### src/rtl/injection_monitor_if.sv
// Bundle of the injection_monitor's observed channels, controls and results.
// The master side drives y1/y2/clear/arm; the slave side is the monitor itself.
interface injection_monitor_if #(
    parameter int unsigned CNT_W = 8,
    parameter int unsigned TS_W  = 16
);
    logic              y1;
    logic              y2;
    logic              clear;
    logic              arm;
    logic [CNT_W-1:0]  cnt1;
    logic [CNT_W-1:0]  cnt2;
    logic              stuck1;
    logic              stuck2;
    logic              busy;
    logic              done;
    logic              timeout;
    logic [1:0]        first_ch;
    logic [TS_W-1:0]   first_time;

    modport master (
        output y1, y2, clear, arm,
        input  cnt1, cnt2, stuck1, stuck2, busy, done, timeout, first_ch, first_time
    );

    modport slave (
        input  y1, y2, clear, arm,
        output cnt1, cnt2, stuck1, stuck2, busy, done, timeout, first_ch, first_time
    );
endinterface

### src/rtl/injection_monitor.sv
// Downstream monitor for the injection stage's y1/y2 outputs: per-channel
// saturating rising-edge counters, sticky stuck-high flags, and an armed
// first-edge capture with timer and timeout. All outputs come from flops.
module injection_monitor #(
    parameter int unsigned CNT_W       = 8,
    parameter int unsigned TS_W        = 16,
    parameter int unsigned STUCK_LIMIT = 32,
    parameter int unsigned TIMEOUT     = 1000
) (
    input logic                clk,
    input logic                rst,
    injection_monitor_if.slave bus
);

    localparam int unsigned     RunW      = 16;
    localparam logic [RunW-1:0] StuckLim  = RunW'(STUCK_LIMIT);
    localparam logic [RunW-1:0] StuckLast = RunW'(STUCK_LIMIT - 1);
    localparam logic [TS_W-1:0] TimerLast = TS_W'(TIMEOUT - 1);
    localparam logic [CNT_W-1:0] CntMax   = '1;

    typedef enum logic [1:0] {StIdle, StArmed, StDone} state_e;

    state_e           state_q, state_d;
    logic             y1_q, y2_q;
    logic [CNT_W-1:0] cnt1_q, cnt1_d, cnt2_q, cnt2_d;
    logic [RunW-1:0]  run1_q, run1_d, run2_q, run2_d;
    logic             stuck1_q, stuck1_d, stuck2_q, stuck2_d;
    logic [TS_W-1:0]  timer_q, timer_d;
    logic             timeout_q, timeout_d;
    logic [1:0]       first_ch_q, first_ch_d;
    logic [TS_W-1:0]  first_time_q, first_time_d;
    logic             e1, e2;

    // A channel already high when reset releases counts as an edge (y_q resets to 0).
    assign e1 = bus.y1 & ~y1_q;
    assign e2 = bus.y2 & ~y2_q;

    // Event counters, run-length counters and sticky stuck flags.
    always_comb begin
        cnt1_d   = cnt1_q;
        cnt2_d   = cnt2_q;
        run1_d   = run1_q;
        run2_d   = run2_q;
        stuck1_d = stuck1_q;
        stuck2_d = stuck2_q;
        if (bus.clear) begin
            cnt1_d   = '0;
            cnt2_d   = '0;
            run1_d   = '0;
            run2_d   = '0;
            stuck1_d = 1'b0;
            stuck2_d = 1'b0;
        end else begin
            if (e1 && cnt1_q != CntMax) cnt1_d = cnt1_q + 1'b1;
            if (e2 && cnt2_q != CntMax) cnt2_d = cnt2_q + 1'b1;

            if (!bus.y1)                run1_d = '0;
            else if (run1_q != StuckLim) run1_d = run1_q + 1'b1;
            if (!bus.y2)                run2_d = '0;
            else if (run2_q != StuckLim) run2_d = run2_q + 1'b1;

            // This sample is the STUCK_LIMIT-th consecutive high one.
            if (bus.y1 && run1_q >= StuckLast) stuck1_d = 1'b1;
            if (bus.y2 && run2_q >= StuckLast) stuck2_d = 1'b1;
        end
    end

    // First-edge capture FSM: next state, timer and result registers.
    always_comb begin
        state_d      = state_q;
        timer_d      = timer_q;
        timeout_d    = timeout_q;
        first_ch_d   = first_ch_q;
        first_time_d = first_time_q;
        if (bus.clear) begin
            state_d      = StIdle;
            timer_d      = '0;
            timeout_d    = 1'b0;
            first_ch_d   = 2'b00;
            first_time_d = '0;
        end else begin
            unique case (state_q)
                StIdle, StDone: begin
                    // Edges in the arm cycle itself are not captured.
                    if (bus.arm) begin
                        state_d      = StArmed;
                        timer_d      = '0;
                        timeout_d    = 1'b0;
                        first_ch_d   = 2'b00;
                        first_time_d = '0;
                    end
                end
                StArmed: begin
                    // An edge on the last timer cycle wins over the timeout.
                    if (e1 || e2) begin
                        state_d      = StDone;
                        first_ch_d   = {e2, e1};
                        first_time_d = timer_q;
                    end else if (timer_q == TimerLast) begin
                        state_d      = StDone;
                        timeout_d    = 1'b1;
                        first_ch_d   = 2'b00;
                        first_time_d = TimerLast;
                    end else begin
                        timer_d = timer_q + 1'b1;
                    end
                end
                default: state_d = StIdle;
            endcase
        end
    end

    // State registers with synchronous reset.
    always_ff @(posedge clk) begin
        if (rst) begin
            state_q      <= StIdle;
            y1_q         <= 1'b0;
            y2_q         <= 1'b0;
            cnt1_q       <= '0;
            cnt2_q       <= '0;
            run1_q       <= '0;
            run2_q       <= '0;
            stuck1_q     <= 1'b0;
            stuck2_q     <= 1'b0;
            timer_q      <= '0;
            timeout_q    <= 1'b0;
            first_ch_q   <= 2'b00;
            first_time_q <= '0;
        end else begin
            state_q      <= state_d;
            y1_q         <= bus.y1;
            y2_q         <= bus.y2;
            cnt1_q       <= cnt1_d;
            cnt2_q       <= cnt2_d;
            run1_q       <= run1_d;
            run2_q       <= run2_d;
            stuck1_q     <= stuck1_d;
            stuck2_q     <= stuck2_d;
            timer_q      <= timer_d;
            timeout_q    <= timeout_d;
            first_ch_q   <= first_ch_d;
            first_time_q <= first_time_d;
        end
    end

    assign bus.cnt1       = cnt1_q;
    assign bus.cnt2       = cnt2_q;
    assign bus.stuck1     = stuck1_q;
    assign bus.stuck2     = stuck2_q;
    assign bus.busy       = (state_q == StArmed);
    assign bus.done       = (state_q == StDone);
    assign bus.timeout    = timeout_q;
    assign bus.first_ch   = first_ch_q;
    assign bus.first_time = first_time_q;

endmodule

### src/flat_wrapper.sv
// flat-port wrapper written by rule: the top's interface ports become plain ports
module injection_monitor_flat 
#(
    parameter int unsigned CNT_W       = 8,
    parameter int unsigned TS_W        = 16,
    parameter int unsigned STUCK_LIMIT = 32,
    parameter int unsigned TIMEOUT     = 1000
)
  (clk, rst, bus_y1, bus_y2, bus_clear, bus_arm, bus_cnt1, bus_cnt2, bus_stuck1, bus_stuck2, bus_busy, bus_done, bus_timeout, bus_first_ch, bus_first_time);
  injection_monitor_if #(.CNT_W(CNT_W), .TS_W(TS_W)) bus_i ();
  input logic clk;
  input logic rst;
  input wire logic [$bits(bus_i.y1)-1:0] bus_y1;
  input wire logic [$bits(bus_i.y2)-1:0] bus_y2;
  input wire logic [$bits(bus_i.clear)-1:0] bus_clear;
  input wire logic [$bits(bus_i.arm)-1:0] bus_arm;
  output wire logic [$bits(bus_i.cnt1)-1:0] bus_cnt1;
  output wire logic [$bits(bus_i.cnt2)-1:0] bus_cnt2;
  output wire logic [$bits(bus_i.stuck1)-1:0] bus_stuck1;
  output wire logic [$bits(bus_i.stuck2)-1:0] bus_stuck2;
  output wire logic [$bits(bus_i.busy)-1:0] bus_busy;
  output wire logic [$bits(bus_i.done)-1:0] bus_done;
  output wire logic [$bits(bus_i.timeout)-1:0] bus_timeout;
  output wire logic [$bits(bus_i.first_ch)-1:0] bus_first_ch;
  output wire logic [$bits(bus_i.first_time)-1:0] bus_first_time;
  assign bus_i.y1 = bus_y1;
  assign bus_i.y2 = bus_y2;
  assign bus_i.clear = bus_clear;
  assign bus_i.arm = bus_arm;
  assign bus_cnt1 = bus_i.cnt1;
  assign bus_cnt2 = bus_i.cnt2;
  assign bus_stuck1 = bus_i.stuck1;
  assign bus_stuck2 = bus_i.stuck2;
  assign bus_busy = bus_i.busy;
  assign bus_done = bus_i.done;
  assign bus_timeout = bus_i.timeout;
  assign bus_first_ch = bus_i.first_ch;
  assign bus_first_time = bus_i.first_time;
  injection_monitor #(.CNT_W(CNT_W), .TS_W(TS_W), .STUCK_LIMIT(STUCK_LIMIT), .TIMEOUT(TIMEOUT)) u_core (.clk(clk), .rst(rst), .bus(bus_i));
endmodule
### config.mk
export PLATFORM = sky130hd
export DESIGN_NAME = injection_monitor_flat
export DESIGN_NICKNAME = d
export VERILOG_FILES = /design/src/rtl/injection_monitor_if.sv /design/src/rtl/injection_monitor.sv /design/src/flat_wrapper.sv
export SDC_FILE = /design/constraint.sdc
export NUM_CORES = 1
export LEC_CHECK = 0
export BUFFER_PORTS_ARGS = -buffer_cell sky130_fd_sc_hd__clkbuf_2
export CAP_MARGIN = 15
export CORE_ASPECT_RATIO = 1.5
export CORE_UTILIZATION = 62
export DETAILED_ROUTE_END_ITERATION = 6
export PLACE_DENSITY = 0.94
export SLEW_MARGIN = 20
export SYNTH_ARGS = -nofsm -noshare
export SYNTH_HDL_FRONTEND = slang
export SYNTH_SLANG_ARGS = --single-unit
### constraint.sdc
create_clock -name clk -period 5.1 [get_ports clk]
set_input_delay 0.765 -clock clk [delete_from_list [all_inputs] [get_ports clk]]
set_output_delay 0.765 -clock clk [all_outputs]
set_load 0.02 [all_outputs]
==> summary.md <==
| Metric | Value |
|---|---|
| Register area share after synthesis | 46.2% |
| Crit. Startpoint | u_core.timer_q[2] |
| Final hold viol count | 0 |
| Global Route Usage Sum | 30.3% |
| Critical path class | reg -> reg |
| Netlist cell types | 44 |
| Starting Density | 65.3% |
| Power Dens Cells | 286 nW/µm² |
| Post-Syn Area | 3860 µm² |
| Switching part of the total | 23.2% |
| Type of the most critical hold path | reg -> reg |
| Cells after Synth | 432 |
| Clock transition at path regs | 0.09 ns |
| Startpoint Class | flip-flop |
| Clock Skew | 0.00907 ns |
| Core area | 5910 µm² |
| Min Hold Slack | 0.482 ns |
| First DRT Iteration DRCs | 326 |
| Worst relative slew slack | 35.7% |
| Primary FF master, synth | dfxtp_1 |
| Outcome | completed |
| Pin count of the biggest net entering global routing | 31 |
| Placed Instances | 541 |
| Switch Pwr | 0.000289 W |
| Yosys top cell area share | 46.2% |
| Net Count, Synth | 445 |
| H-tree levels | 3 |
| Final min period | 2.42 ns |
| Reg area | 1780 µm² |
| Initial antenna violation count | 0 |
| Internal power | 0.000954 W |
| Die area | 6550 µm² |
| Critical Path RT | 5.35 ns |
| Gp weighted congestion | 0.919 |
| Root buffer cell | clkbuf_8 |
| Post-synth EDFFs | 0 |
| Commonest cells in the synthesized netlist | dfxtp_1, nor2_1, nand3_1 |
| Layout cells sized above 1 | 15.5% |
| First-pass GRT wire length | 15300 µm |
| FF-to-FF Start | u_core.timer_q[2] |
| DRT antenna net count | 0 |
| Fill count | 435 |
| Maximum clock path buffer count | 2 |
| Final nets | 493 |
| Pwr Total | 0.00124 W |
| Area grow syn2layout | 12.6% |
| Vias per cell | 6.23 |
| Max_cap viols | 0 |
| Die Y | 98.6 µm |
| DIE WIDTH | 66.4 µm |
| Critical Path Fanout Max | 10 |
| Vias in the first global route | 3393 |
| CTS buffer count | 9 |
| Ys Warns | 0 |
| Dpl hpwl | 6250 µm |
| Yosys reg bits | 89 |
| Count of final setup violators | 0 |
| Routed WL | 9040 µm |
| Dominant cell type by area after synthesis | dfxtp_1 |
| Slew Viols, Final | 0 |
| Total global routing overflow | 0 |
| Seq pwr share | 56.5% |
| ANT cells | 0 |
| Mean post-synth cell area | 8.93 µm² |
| Count leader, synth | dfxtp_1 |
| Async S/R FF share, synth | 0% |
| TritonCTS clock tree | done |
| Top post-synthesis cells by area | dfxtp_1, nor2_1, xor2_1 |
| WL per Instance | 16.2 µm |
| Io pins | 45 |
| Part of the power in combinational logic | 3.6% |
| Post-CTS Setup Bufs | 0 |
| RSZ-0062 raised after global routing | no |
| Hold_sp | u_core.bus.first_time[4] |
| Final non-filler cell total | 557 |
| Arr. time, crit path | 2.67 ns |
| Hold_buf cts | 0 |
| CTS sink cnt | 89 |
| Crit. End Element | flip-flop |
| Post-cts resize count | 0 |
| Routed vias | 3472 |
| Max VDD drop | 0.213 mV |
| IO Port Bufs | 44 |
| Fmax | 413 MHz |
| Multi-input logic area | 2010 µm² |
| Pre-Repair DR Iteration Count | 6 |
| Drc violations | 0 |
| Clock Latency Late Sink | 0.36 ns |
| Worst-margin pin slew | 0.961 ns |
| Site row count | 34 |
| Lkg Pwr | 1.59 nW |
| Clk pwr share | 39.9% |
| Fin Setup TNS | 0 ns |
| Tcrit/Tclk final | 47.5% |
-- worst paths after layout --
| path | slack [ns] | end | cells past startpoint |
|---|---|---|---|
| worst min-delay path | 0.48 | u_core.bus.first_time[4] | 1 |
| worst max register to register | 2.68 | u_core.bus.first_time[15] | 5 |
| worst max-delay path | 2.68 | u_core.bus.first_time[15] | 5 |
| worst min register to register | 0.48 | u_core.bus.first_time[4] | 1 |
-- critical path, stage by stage, from the launching register on --
cell     delay (ns)
dfxtp_1        0.46
or4b_1         0.49
or4_4          0.60
a31oi_4        0.41
nor2_4         0.10
a22o_1         0.25
-- metrics by stage --
| stage | setup WS, ns | util, % | instance area, µm² |
|---|---|---|---|
| final | 2.68 | 73.5 | 4340 |
| after global routing | 2.57 | 73.5 | 4340 |
| after detailed placement | 2.50 | 70.0 | 4140 |
| after CTS | 2.68 | 73.5 | 4340 |
| after floorplan | 2.86 | - | 3860 |
| after global placement | 2.56 | 70.0 | 4140 |
-- cells by family (layout without fill, tap and decap cells) --
family | Yosys count | in the layout | synth area share (%)
AOI/OAI and AO/OA | 60 | 60 | 11.2
xor gates and xnor gates | 42 | 42 | 9.53
adders and majority gates | 7 | 7 | 2.27
buffers and inverters | 17 | 70 | 1.85
DFF | 89 | 89 | 46.2
muxes | 3 | 3 | 0.778
and+or+nand+nor | 214 | 214 | 28.2
-- power groups by stage --
stage | combinational [W] | clock (W) | sequential, W
final | 0.0000451 | 0.000496 | 0.000702
after global routing | 0.0000495 | 0.000533 | 0.000703
after global placement | 0.0000428 | 0 | 0.000718
after floorplan | 0.0000291 | 0 | 0.000720
after detailed placement | 0.0000444 | 0 | 0.000718
after CTS | 0.0000448 | 0.000500 | 0.000702
-- flip-flops by register name (all words and copies together) (netlist names) --
name                   flops
u_core.run2_q             16
u_core.bus.stuck2          1
u_core.bus.cnt2            8
u_core.bus.cnt1            8
u_core.run1_q             16
u_core.state_q             2
u_core.bus.timeout         1
u_core.y1_q                1
u_core.bus.first_time     16
u_core.y2_q                1
u_core.timer_q            16
u_core.bus.first_ch        2
u_core.bus.stuck1          1
-- metal layers --
layer / up-vias / wire length (µm) / track usage [%]
met2: 162 / 4800 / 53.2
met3: 42 / 560 / 7.52
met4: 0 / 331 / 15.1
li1: 1640 / - / -
met1: 1628 / 3350 / 32.9
met5: - / 0 / 0
-- layout by cell type (no fill, tap or decap), types with 2 or more instances in the layout --
cell type and instances:
a21oi_1 20, a22o_1 8, a32o_1 2, and3_1 7, and4_1 2, clkbuf_2 44
clkbuf_8 10, clkinv_4 2, dfxtp_1 89, ha_1 7, inv_1 9, mux2i_1 3
nand2_1 27, nand2b_1 6, nand3_1 34, nand3b_1 2, nand4_1 14, nand4b_1 2
nor2_1 64, nor2b_1 5, nor3_1 20, nor4_1 6, o211a_1 3, o21ai_0 12
o21ai_1 2, o221a_2 8, or3_1 10, or3b_2 2, or4_1 4, xnor2_1 19
xor2_1 23
-- cell type report --
type                    instances  share of cell area, %
clock buffers                  11                   3.25
clock inverters                 5                   1.47
inverters                       9                  0.778
multi-input cells             326                   46.2
flip-flops and latches         89                   41.0
well taps                      72                   2.07
repair buffers                 45                   5.24
No activity file was read; power rests on OpenSTA's default activity.
